===== config.mk =====
export PLATFORM = sky130hd
export DESIGN_NAME = pwconv_sched_flat
export DESIGN_NICKNAME = d
export VERILOG_FILES = /design/src/rtl/pwconv_sched_if.sv /design/src/rtl/pwconv_sched.sv /design/src/flat_wrapper.sv
export SDC_FILE = /design/constraint.sdc
export NUM_CORES = 1
export LEC_CHECK = 0
export ABC_AREA = 0
export CAP_MARGIN = 20
export CORE_UTILIZATION = 48
export DETAILED_ROUTE_END_ITERATION = 6
export PLACE_DENSITY = 0.77
export SETUP_SLACK_MARGIN = 0.3
export SLEW_MARGIN = 15
export SYNTH_ARGS = -nofsm -noshare
export SYNTH_HDL_FRONTEND = slang
export SYNTH_SLANG_ARGS = --single-unit

===== constraint.sdc =====
create_clock -name clk -period 2.5 [get_ports clk]
set_clock_uncertainty 0.1 [all_clocks]
set_input_delay 0.25 -clock clk [delete_from_list [all_inputs] [get_ports clk]]
set_output_delay 0.25 -clock clk [all_outputs]
set_load 0.1 [all_outputs]

===== src/rtl/pwconv_sched_if.sv =====
// Handshake bundle between the pointwise-conv scheduler, the tile source, the weight ROM
// and the PWConv + rescale pipeline.
interface pwconv_sched_if #(
  parameter int unsigned ADDR_W = 5
) ();
  logic              start_i;
  logic              out_ready_i;
  logic              res_valid_i;
  logic              wgt_rd_o;
  logic [ADDR_W-1:0] wgt_addr_o;
  logic              calc_en_o;
  logic [ADDR_W-1:0] ch_idx_o;
  logic              busy_o;
  logic              done_o;
  logic              err_o;

  // Scheduler side
  modport master (
    input  start_i, out_ready_i, res_valid_i,
    output wgt_rd_o, wgt_addr_o, calc_en_o, ch_idx_o, busy_o, done_o, err_o
  );

  // Environment side
  modport slave (
    output start_i, out_ready_i, res_valid_i,
    input  wgt_rd_o, wgt_addr_o, calc_en_o, ch_idx_o, busy_o, done_o, err_o
  );
endinterface


===== src/rtl/pwconv_sched.sv =====
// Per-tile channel sequencer for the 3rd-layer pointwise conv: ROM fetch, calc enable,
// wait for the datapath result, repeat for every output channel.
module pwconv_sched #(
  parameter int unsigned OUT_CH  = 32,
  parameter int unsigned ADDR_W  = 5,
  parameter int unsigned ROM_LAT = 2
) (
  input logic            clk,
  input logic            rst_n,
  pwconv_sched_if.master bus
);

  typedef enum logic [2:0] {
    StIdle,
    StFetch,
    StWaitRom,
    StIssue,
    StWaitRes,
    StDone
  } state_e;

  localparam logic [ADDR_W-1:0] LastCh = ADDR_W'(OUT_CH - 1);
  localparam logic [3:0]        RomLat = 4'(ROM_LAT);

  state_e            state_q;
  logic [ADDR_W-1:0] ch_q;
  logic [3:0]        lat_q;
  logic              calc_en_q;
  logic              done_q;
  logic              err_q;

  always_ff @(posedge clk or negedge rst_n) begin
    if (!rst_n) begin
      state_q   <= StIdle;
      ch_q      <= '0;
      lat_q     <= '0;
      calc_en_q <= 1'b0;
      done_q    <= 1'b0;
      err_q     <= 1'b0;
    end else begin
      calc_en_q <= 1'b0;
      done_q    <= 1'b0;
      // Stray strobes are ignored by the FSM but remembered until reset.
      if ((bus.start_i && state_q != StIdle) || (bus.res_valid_i && state_q != StWaitRes)) begin
        err_q <= 1'b1;
      end
      unique case (state_q)
        StIdle: begin
          if (bus.start_i) begin
            state_q <= StFetch;
            ch_q    <= '0;
          end
        end
        StFetch: begin
          if (bus.out_ready_i) begin
            lat_q   <= RomLat;
            state_q <= StWaitRom;
          end
        end
        StWaitRom: begin
          lat_q <= lat_q - 4'd1;
          if (lat_q == 4'd1) begin
            state_q   <= StIssue;
            calc_en_q <= 1'b1;
          end
        end
        StIssue: begin
          state_q <= StWaitRes;
        end
        StWaitRes: begin
          if (bus.res_valid_i) begin
            if (ch_q == LastCh) begin
              state_q <= StDone;
              done_q  <= 1'b1;
            end else begin
              ch_q    <= ch_q + ADDR_W'(1);
              state_q <= StFetch;
            end
          end
        end
        StDone: begin
          state_q <= StIdle;
          ch_q    <= '0;
        end
        default: begin
          state_q <= StIdle;
          ch_q    <= '0;
        end
      endcase
    end
  end

  // The read strobe follows out_ready_i combinationally so the fetch costs no extra cycle.
  assign bus.wgt_rd_o   = (state_q == StFetch) && bus.out_ready_i;
  assign bus.wgt_addr_o = ch_q;
  assign bus.ch_idx_o   = ch_q;
  assign bus.calc_en_o  = calc_en_q;
  assign bus.busy_o     = (state_q != StIdle);
  assign bus.done_o     = done_q;
  assign bus.err_o      = err_q;

endmodule

===== src/flat_wrapper.sv =====
// flat-port wrapper written by rule: the top's interface ports become plain ports
module pwconv_sched_flat 
#(
  parameter int unsigned OUT_CH  = 32,
  parameter int unsigned ADDR_W  = 5,
  parameter int unsigned ROM_LAT = 2
)
  (clk, rst_n, bus_start_i, bus_out_ready_i, bus_res_valid_i, bus_wgt_rd_o, bus_wgt_addr_o, bus_calc_en_o, bus_ch_idx_o, bus_busy_o, bus_done_o, bus_err_o);
  pwconv_sched_if #(.ADDR_W(ADDR_W)) bus_i ();
  input logic clk;
  input logic rst_n;
  input wire logic [$bits(bus_i.start_i)-1:0] bus_start_i;
  input wire logic [$bits(bus_i.out_ready_i)-1:0] bus_out_ready_i;
  input wire logic [$bits(bus_i.res_valid_i)-1:0] bus_res_valid_i;
  output wire logic [$bits(bus_i.wgt_rd_o)-1:0] bus_wgt_rd_o;
  output wire logic [$bits(bus_i.wgt_addr_o)-1:0] bus_wgt_addr_o;
  output wire logic [$bits(bus_i.calc_en_o)-1:0] bus_calc_en_o;
  output wire logic [$bits(bus_i.ch_idx_o)-1:0] bus_ch_idx_o;
  output wire logic [$bits(bus_i.busy_o)-1:0] bus_busy_o;
  output wire logic [$bits(bus_i.done_o)-1:0] bus_done_o;
  output wire logic [$bits(bus_i.err_o)-1:0] bus_err_o;
  assign bus_i.start_i = bus_start_i;
  assign bus_i.out_ready_i = bus_out_ready_i;
  assign bus_i.res_valid_i = bus_res_valid_i;
  assign bus_wgt_rd_o = bus_i.wgt_rd_o;
  assign bus_wgt_addr_o = bus_i.wgt_addr_o;
  assign bus_calc_en_o = bus_i.calc_en_o;
  assign bus_ch_idx_o = bus_i.ch_idx_o;
  assign bus_busy_o = bus_i.busy_o;
  assign bus_done_o = bus_i.done_o;
  assign bus_err_o = bus_i.err_o;
  pwconv_sched #(.OUT_CH(OUT_CH), .ADDR_W(ADDR_W), .ROM_LAT(ROM_LAT)) u_core (.clk(clk), .rst_n(rst_n), .bus(bus_i));
endmodule

After elaboration in Yosys (flattened, before gate mapping)
Cells that the tools add are included.
- register bits: 15
- bits of input ports: 5
- output and inout bits: 15
- word-level logic and storage cells: 49
- add/subtract/negate cells: 2
- equality and inequality tests: 12
- mux-type cells: 17
- bitwise logic cells: 1
- reductions and logical operators: 11
- operator list (operator ; count):
    $mux 3 ; 5
    $mux 5 ; 3
    $pmux 3 s5 ; 1
    $pmux 5 s3 ; 1
    $ne 2x2->1 const B ; 4
    $pmux 4 s2 ; 1
    $reduce_and 4->1 ; 2
    $eq 3x2->1 const B ; 2
    $add 5x1->5 const B ; 1
    $eq 5x5->1 const B ; 1
    $mux 1 ; 5
    $eq 4x1->1 const B ; 1
    $mux 4 ; 1
    $sub 4x1->4 const B ; 1
    $eq 3x1->1 const B ; 1
    $eq 3x3->1 const B ; 1
    $logic_and 1x1->1 ; 3
    $logic_not 3->1 ; 1
    $ne 3x3->1 const B ; 1
    $reduce_bool 3->1 ; 1
    $reduce_or 3->1 ; 1
    $ne 2x1->1 const B ; 1
    $reduce_and 2->1 ; 1
    $reduce_bool 2->1 ; 1
    2 further kinds ; 2

Depth between registers and ports, before layout
Gate-level depths: netlist of the first run.
- depth after elaboration: 4
- mapped depth: 7
- gate-level depth less buffers: 7

Worst setup path before layout of the first run
OpenSTA, ideal clock, no wires.
- path kind: register to register
- from: register u_core.state_q[0]
- to: register u_core.lat_q[3]
- setup time: 0.122 ns
- arrival time: 3.228 ns
- path slack: -0.950 ns
- stages on the path, launching flop included: 6
- buffers on the path: 1
- path through: dfrtp_1 -> buf_2 -> nand2_1 -> nor3_1 -> nor2_1 -> a22o_1
- word-level cells in the longest chain between the ends: 3
- elaborated cells between the ends (all ways): 6
- RTL lines (element ; RTL line ; source):
    start: declaration ; pwconv_sched.sv:25 ; state_e state_q;
    start signal: assignment ; pwconv_sched.sv:34 ; state_q <= StIdle;
    start signal: assignment ; pwconv_sched.sv:50 ; state_q <= StFetch;
    start signal: assignment ; pwconv_sched.sv:57 ; state_q <= StWaitRom;
    $eq 3x1->1 or $eq 3x2->1 (tied branches) ; pwconv_sched.sv:47 ; unique case (state_q)
    $ne 2x2->1 (no line) or $reduce_bool 2->1 (tied branches) ; n/a ;
    $reduce_and 2->1 (no line) ; n/a ;
    end signal: assignment ; pwconv_sched.sv:56 ; lat_q <= RomLat;
    end signal: assignment ; pwconv_sched.sv:61 ; lat_q <= lat_q - 4'd1;
    end: declaration ; pwconv_sched.sv:27 ; logic [3:0] lat_q;
Parallel ways exist; a longest one is shown, timed or not.
A chain may end at the register's enable or synchronous reset.

Final worst setup path of the first run
- from: register u_core.ch_q[0] (netlist: u_core.bus.ch_idx_o[0])
- to: register u_core.ch_q[0] (netlist: u_core.bus.ch_idx_o[0])
- word-level cells in the longest chain between the ends: 4
- elaborated cells between the ends (all ways): 7
- RTL lines (element ; RTL line ; source):
    start: declaration ; pwconv_sched.sv:26 ; logic [ADDR_W-1:0] ch_q;
    start signal: assignment ; pwconv_sched.sv:76 ; ch_q <= ch_q + ADDR_W'(1);
    $add 5x1->5 ; pwconv_sched.sv:76 ;
    $mux 5 ; pwconv_sched.sv:72 ; if (ch_q == LastCh) begin
    $mux 5 ; pwconv_sched.sv:71 ; if (bus.res_valid_i) begin
    $pmux 5 s3 ; pwconv_sched.sv:47 ;
Parallel ways exist; a longest one is shown, timed or not. The select of a mux whose other input is x is not followed.

==> impl_metrics.env, run 1 <==
export IMPL_status="finished, final reports clean"
export IMPL_p_comb_frac=0.537
export IMPL_layout_area_overhead_vs_synth_pct=18.6
export IMPL_syn_inst=84
export IMPL_floorplan_die_width_um=44.0
export IMPL_yosysWarnings=0
export IMPL_power_density_nw_per_um2=1130
export IMPL_cellLeakagePower_nw=0.490
export IMPL_placed_cells=110
export IMPL_totalWireLength_mm=1.56
export IMPL_cts_hold_buf=0
export IMPL_post_route_drc_count=0
export IMPL_layout_area_seq_um2=380
export IMPL_route_detailed_vias_per_inst=5.68
export IMPL_rsz0062_at_grt="false"
export IMPL_net_load_switching_power_mw=0.596
export IMPL_clk_insertion_delay_late_ps=280
export IMPL_grt_remaining_overflow=0
export IMPL_cts_htree_levels=1
export IMPL_power_sequential_fraction=0.341
export IMPL_synth_seq_area_share=0.443
export IMPL_wl_per_cell_um=13.7
export IMPL_hpwl_mm=1.15
export IMPL_antenna_violations_before_repair=0
export IMPL_setup_slack_at_placement_ps=471
export IMPL_ys_ff_latch=15
export IMPL_clockRootBuffer="sky130_fd_sc_hd__clkbuf_4"
export IMPL_clk_transition_reported_paths_ps=90
export IMPL_post_synth_top_area_cell="sky130_fd_sc_hd__dfrtp_1"
export IMPL_finalSetupViolCount=0
export IMPL_place_port_buffers=19
export IMPL_clock_sink_count=15
export IMPL_postSynthAreaPerCell_um2=10.1
export IMPL_finalWeightedCongestion=0.785
export IMPL_ctsLongestPathBuffers=2
export IMPL_layout_nets=108
export IMPL_routed_via_count=647
export IMPL_finished_layout_cell_area_um2=1000
export IMPL_ys_types=33
export IMPL_timing_max_transition_violations_final=0
export IMPL_post_cts_resized_instances=0
export IMPL_drt_iter0_markers=13
export IMPL_hold_violations=0
export IMPL_endpoint_kind="register"
export IMPL_post_route_util=0.637
export IMPL_critical_path_max_fanout=6
export IMPL_slew_of_the_pin_with_the_lowest_slew_margin_ps=638
export IMPL_worstPathRequired_ps=2570
export IMPL_die_area_um2=1940
export IMPL_worst_setup_path_type="reg2reg"
export IMPL_syn_nets=93
export IMPL_setup_slack_ps=431
export IMPL_finalNonFillerCells=114
export IMPL_drive_above_1_share=0.286
export IMPL_syn_area_um2=847
export IMPL_grt_usage=0.184
export IMPL_cap_violations=0
export IMPL_antenna_cells_inserted=0
export IMPL_dr_pass1_iters=4
export IMPL_finalHoldWorstSlack_ps=257
export IMPL_ant_nets=0
export IMPL_dpl_cell_area_um2=978
export IMPL_initial_utilization=0.537
export IMPL_worstPathArrival_ps=2140
export IMPL_worst_slew_margin_rel=0.574
export IMPL_fp_row_count=14
export IMPL_top_level_pins=20
export IMPL_timing_final_crit_period_ps=2070
export IMPL_total_power_mw=1.13
export IMPL_kind_of_start_point_of_the_critical_path="register"
export IMPL_layout_worst_path_cycle_share=0.827
export IMPL_global_route_wire_length_before_repair_mm=2.55
export IMPL_yosysTopAreaCellShare=0.443
export IMPL_ys_top_cells_by_area="sky130_fd_sc_hd__dfrtp_1 (44%), sky130_fd_sc_hd__ha_1 (5.9%), sky130_fd_sc_hd__buf_4 (4.4%)"
export IMPL_first_global_vias=591
export IMPL_switching_part_of_the_total_power=0.526
export IMPL_multi_input_comb_area_um2=398
export IMPL_intPower_mw=0.536
export IMPL_tritoncts="done"
export IMPL_max_freq_mhz=483
export IMPL_die_h_um=44.0
export IMPL_fin_setup_tns_ps=0
export IMPL_fill_cells=137
export IMPL_vdd_ir_drop_worst_v=0.000731
export IMPL_core_area_um2=1580
export IMPL_min_delay_path_class="in2async"
export IMPL_grt_start_max_net_pins=16
export IMPL_numCtsBuffers=3
export IMPL_clockPowerShare=0.122
export IMPL_cts_setup_buffers=0
==> layout make-up <==
class                           count  share of cell area
Timing Repair Buffer               19               0.164
Sequential cell                    15               0.379
Clock buffer                        4              0.0262
Tap cell                           16              0.0199
Multi-Input combinational cell     56               0.396
Inverter                            4              0.0149
==> path summary, 6_finish.rpt <==
check / startpoint / to / slack (ps) / cells after the start
max in group asynchronous: rst_n / u_core.bus.ch_idx_o[0] / 1600 / 1
min in group clk: u_core.bus.ch_idx_o[3] / u_core.bus.ch_idx_o[3] / 400 / 1
setup reg to reg: u_core.bus.ch_idx_o[0] / u_core.bus.ch_idx_o[0] / 430 / 6
hold / removal: rst_n / u_core.state_q[2] / 260 / 1
setup / recovery: u_core.bus.ch_idx_o[0] / u_core.bus.ch_idx_o[0] / 430 / 6
hold reg to reg: u_core.bus.ch_idx_o[3] / u_core.bus.ch_idx_o[3] / 400 / 1
==> flip-flops by register name (all words and copies together), names as in the netlist <==
register,flops
u_core.bus.done_o,1
u_core.lat_q,4
u_core.bus.ch_idx_o,5
u_core.bus.err_o,1
u_core.bus.calc_en_o,1
u_core.state_q,3
==> layout by cell type, fill, tap and decap left out, types with 2 or more instances in the layout <==
master	n
sky130_fd_sc_hd__buf_4	14
sky130_fd_sc_hd__dfrtp_1	11
sky130_fd_sc_hd__nor2_1	7
sky130_fd_sc_hd__nand2_1	6
sky130_fd_sc_hd__a21oi_1	6
sky130_fd_sc_hd__inv_1	4
sky130_fd_sc_hd__ha_1	4
sky130_fd_sc_hd__clkdlybuf4s50_1	4
sky130_fd_sc_hd__dfrtp_2	4
sky130_fd_sc_hd__nand2b_1	3
sky130_fd_sc_hd__a22o_1	3
sky130_fd_sc_hd__clkbuf_4	3
sky130_fd_sc_hd__nor3_4	2
sky130_fd_sc_hd__o22ai_1	2
sky130_fd_sc_hd__nor3_1	2
sky130_fd_sc_hd__xor2_1	2
sky130_fd_sc_hd__o21ai_1	2
==> power by group through the flow <==
stage                     logic [mW]  clock network [mW]  registers (mW)
after floorplan                0.487                   0           0.422
after global placement         0.603                   0           0.389
after detailed placement       0.611                   0           0.392
after CTS                      0.612               0.143           0.387
after global routing           0.645               0.152           0.398
final                          0.608               0.138           0.387
==> synth_stat cells <==
master,number
sky130_fd_sc_hd__a22oi_1,1
sky130_fd_sc_hd__a41oi_1,1
sky130_fd_sc_hd__a21oi_1,6
sky130_fd_sc_hd__nor3b_1,1
sky130_fd_sc_hd__o22ai_2,1
sky130_fd_sc_hd__buf_2,2
sky130_fd_sc_hd__xor2_1,2
sky130_fd_sc_hd__nor2b_1,1
sky130_fd_sc_hd__o22ai_1,2
sky130_fd_sc_hd__nor3_1,3
sky130_fd_sc_hd__ha_1,4
sky130_fd_sc_hd__o21bai_1,1
sky130_fd_sc_hd__or3b_2,1
sky130_fd_sc_hd__and3_1,1
sky130_fd_sc_hd__o21ai_1,2
sky130_fd_sc_hd__buf_6,2
sky130_fd_sc_hd__nand4_1,1
sky130_fd_sc_hd__or3b_1,1
sky130_fd_sc_hd__dfrtp_1,15
sky130_fd_sc_hd__inv_1,4
sky130_fd_sc_hd__nor4b_1,1
sky130_fd_sc_hd__nand2_1,6
sky130_fd_sc_hd__o311a_1,1
sky130_fd_sc_hd__o21ai_0,1
sky130_fd_sc_hd__mux2_2,1
sky130_fd_sc_hd__o31ai_1,1
sky130_fd_sc_hd__buf_4,5
sky130_fd_sc_hd__nor3b_2,1
sky130_fd_sc_hd__nor3_4,1
sky130_fd_sc_hd__nand2b_1,3
sky130_fd_sc_hd__a22o_1,3
sky130_fd_sc_hd__or3_1,1
sky130_fd_sc_hd__nor2_1,7
==> worst max-delay path: stages, from the launching register on <==
cell	delay (ps)
sky130_fd_sc_hd__dfrtp_2	450
sky130_fd_sc_hd__ha_1	230
sky130_fd_sc_hd__and3_1	160
sky130_fd_sc_hd__ha_1	230
sky130_fd_sc_hd__nor2b_1	340
sky130_fd_sc_hd__o22ai_2	160
sky130_fd_sc_hd__mux2_2	290
==> logic make-up after synthesis <==
logic type / after synthesis / synth area share
AND/OR/NAND/NOR: 29 / 0.201
adder cells (fa/ha/maj): 4 / 0.0591
buffers and inverters: 13 / 0.100
AO/OA/AOI/OAI: 20 / 0.162
multiplexers: 1 / 0.0133
flip-flops: 15 / 0.443
XOR/XNOR: 2 / 0.0207
==> per-layer routing <==
metal  wire (µm)  up-vias  part of all wire  global-route usage
met3          55        4             0.035              0.0245
met5           0        -                 0                   0
li1            -      319                 -                   -
met2         721       13              0.46               0.274
met4          35        0             0.022               0.109
met1         746      311              0.48               0.258
No activity file was read; power rests on OpenSTA's default activity.
==> run 2: changes to the inputs <==
--- a/config.mk
+++ b/config.mk
@@ -7,9 +7,9 @@
 export LEC_CHECK = 0
 export ABC_AREA = 0
 export CAP_MARGIN = 20
-export CORE_UTILIZATION = 48
+export CORE_UTILIZATION = 43
 export DETAILED_ROUTE_END_ITERATION = 6
-export PLACE_DENSITY = 0.77
+export PLACE_DENSITY = 0.73
 export SETUP_SLACK_MARGIN = 0.3
 export SLEW_MARGIN = 15
 export SYNTH_ARGS = -nofsm -noshare
==> constraint.sdc (replaced) <==
create_clock -name clk -period 1.83 [get_ports clk]
set_clock_uncertainty 0.1 [all_clocks]
set_input_delay 0.183 -clock clk [delete_from_list [all_inputs] [get_ports clk]]
set_output_delay 0.183 -clock clk [all_outputs]
set_load 0.1 [all_outputs]
==> run 2 against run 1 <==
Power up 75%; largest power group unchanged; critical path type unchanged; critical endpoint unchanged; register-to-register slack worse by 350 ps; sequential power up 25%; setup slack worse by 350 ps; sequential cell count unchanged; critical path depth unchanged; non-clock buffer count up 19; sequential share of layout area down 9.8 points; first-iteration DRC count down 7.7%.
==> impl_metrics.env, run 2 (synthesis results as in run 1) <==
export IMPL_die_h_um=46.4
export IMPL_worstPathCellList="ha_4, and3_4, ha_4, nor2b_4, o22ai_2, mux2_4"
export IMPL_routed_via_count=764
export IMPL_post_route_drc_count=0
export IMPL_max_freq_mhz=573
export IMPL_timing_max_transition_violations_final=0
export IMPL_slew_of_the_pin_with_the_lowest_slew_margin_ps=374
export IMPL_worst_slew_margin_rel=0.750
export IMPL_status="finished, final reports clean"
export IMPL_cellLeakagePower_nw=0.626
export IMPL_dpl_cell_area_um2=1220
export IMPL_total_power_mw=1.98
export IMPL_core_area_um2=1780
export IMPL_endpoint_kind="register"
export IMPL_clockRootBuffer="sky130_fd_sc_hd__clkbuf_4"
export IMPL_worst_setup_path_type="reg2reg"
export IMPL_cts_hold_buf=0
export IMPL_numCtsBuffers=3
export IMPL_tritoncts="done"
export IMPL_top_level_pins=20
export IMPL_min_delay_path_class="in2async"
export IMPL_die_area_um2=2150
export IMPL_worstPathRequired_ps=1900
export IMPL_cts_htree_levels=1
export IMPL_largest_register_ffs=5
export IMPL_grt_remaining_overflow=0
export IMPL_hpwl_mm=1.37
export IMPL_clk_transition_reported_paths_ps=90
export IMPL_timing_final_crit_period_ps=1740
export IMPL_final_common_cell="sky130_fd_sc_hd__buf_4"
export IMPL_power_density_nw_per_um2=1430
export IMPL_floorplan_die_width_um=46.4
export IMPL_worst_r2r_path_depth=6
export IMPL_cap_violations=0
export IMPL_wl_per_cell_um=14.7
export IMPL_critical_path_max_fanout=5
export IMPL_layout_area_overhead_vs_synth_pct=63.4
export IMPL_regToRegStartpoint="u_core.bus.ch_idx_o[0]"
export IMPL_fp_row_count=15
export IMPL_grt_start_max_net_pins=11
export IMPL_crit_top_cell="sky130_fd_sc_hd__ha_4"
export IMPL_layout_nets=127
export IMPL_rsz0062_at_grt="true"
export IMPL_worstPathArrival_ps=1810
export IMPL_finalWeightedCongestion=0.856
export IMPL_kind_of_start_point_of_the_critical_path="register"
export IMPL_cpLargestDelayFamily="flip-flops"
export IMPL_drive_above_1_share=0.504
export IMPL_placed_cells=126
export IMPL_timing_critical_path_slowest_cell_delay_ps=490
export IMPL_finalNonFillerCells=142
export IMPL_grt_usage=0.196
export IMPL_route_detailed_vias_per_inst=5.38
export IMPL_r2r_end="u_core.bus.ch_idx_o[0]"
export IMPL_crit_path_top_delay_cell="sky130_fd_sc_hd__dfrtp_4"
export IMPL_hold_violations=0
export IMPL_place_port_buffers=19
export IMPL_ctsLongestPathBuffers=2
export IMPL_first_global_vias=698
export IMPL_drt_iter0_markers=12
export IMPL_fill_cells=117
export IMPL_antenna_violations_before_repair=0
export IMPL_clk_insertion_delay_late_ps=280
export IMPL_final_cell_mix="sky130_fd_sc_hd__buf_4 (20), sky130_fd_sc_hd__buf_12 (11), sky130_fd_sc_hd__dfrtp_1 (9)"
export IMPL_worst_r2r_setup_slack_ps=90
export IMPL_antenna_cells_inserted=0
export IMPL_vdd_ir_drop_worst_v=0.00105
export IMPL_critPathBufInv=0
export IMPL_finalSetupViolCount=0
export IMPL_layout_worst_path_cycle_share=0.953
export IMPL_dr_pass1_iters=4
export IMPL_ant_nets=0
export IMPL_finished_layout_cell_area_um2=1380
export IMPL_global_route_wire_length_before_repair_mm=2.87
export IMPL_initial_utilization=0.475
export IMPL_totalWireLength_mm=2.09
export IMPL_post_route_util=0.776
export IMPL_clock_sink_count=15
## run 2: changes by cell type in the layout (fill, tap and decap cells not counted), moves of 2 or more
| cell | delta |
|---|---|
| sky130_fd_sc_hd__buf_12 | +10 |
| sky130_fd_sc_hd__buf_4 | +6 |
| sky130_fd_sc_hd__buf_6 | +2 |
| sky130_fd_sc_hd__dfrtp_1 | -2 |
| sky130_fd_sc_hd__dfrtp_4 | +2 |
| sky130_fd_sc_hd__ha_1 | -2 |
| sky130_fd_sc_hd__ha_4 | +2 |
## run 2: timing repair
item	in CTS	in global routing
setup buffers	5	6
gates resized for setup	5	5
endpoints found under the setup margin	12	10
pin swaps	6	2
gates cloned	0	1
## run 2: metal layers
metal  vias to the layer above  GRT usage  share of wire
met4                         0      0.106         0.0057
met1                       375      0.218           0.40
li1                        359          -              -
met2                        28      0.356           0.55
met5                         -          0              0
met3                         2     0.0235          0.042
## run 2: worst register-to-register path: stages (launching register included)
cell,delay (ps)
sky130_fd_sc_hd__dfrtp_4,490
sky130_fd_sc_hd__ha_4,160
sky130_fd_sc_hd__and3_4,150
sky130_fd_sc_hd__ha_4,170
sky130_fd_sc_hd__nor2b_4,170
sky130_fd_sc_hd__o22ai_2,100
sky130_fd_sc_hd__mux2_4,280
## run 2: report_power, final
part	switching (mW)	leakage, nW	internal [mW]
clock	0.102	0.0150	0.0845
sequential	0.0700	0.184	0.413
combinational	0.770	0.428	0.544
## run 2: how the worst max path moves through the flow
| stage | start | endpoint | slack [ps] | depth (start not counted) |
|---|---|---|---|---|
| finish | u_core.bus.ch_idx_o[0] | u_core.bus.ch_idx_o[0] | 90 | 6 |
| global route | u_core.bus.ch_idx_o[0] | u_core.bus.ch_idx_o[2] | 50 | 7 |
| CTS | u_core.bus.ch_idx_o[0] | u_core.bus.ch_idx_o[0] | 90 | 6 |
| detailed placement | u_core.bus.ch_idx_o[1] | u_core.bus.ch_idx_o[0] | 90 | 6 |
| global placement | u_core.bus.ch_idx_o[1] | u_core.bus.ch_idx_o[0] | 120 | 6 |
| floorplan | u_core.state_q[0] | u_core.lat_q[3] | -50 | 5 |
## run 2: cell type report
cell class	count	area, µm²	area share
Inverter	4	15.0	0.0108
Clock buffer	4	26.3	0.0190
Multi-Input combinational cell	56	485	0.351
Timing Repair Buffer	38	438	0.316
Sequential cell	15	388	0.280
Tap cell	25	31.3	0.0226
## run 2: stage by stage
stage,setup slack [ps],TNS (ps),hold slack (ps)
after floorplan,-46.3,-139,-213
after global placement,124,0,367
after detailed placement,90.8,0,373
after CTS,94.6,0,88.0
after global routing,48.4,0,101
final,86.2,0,75.8
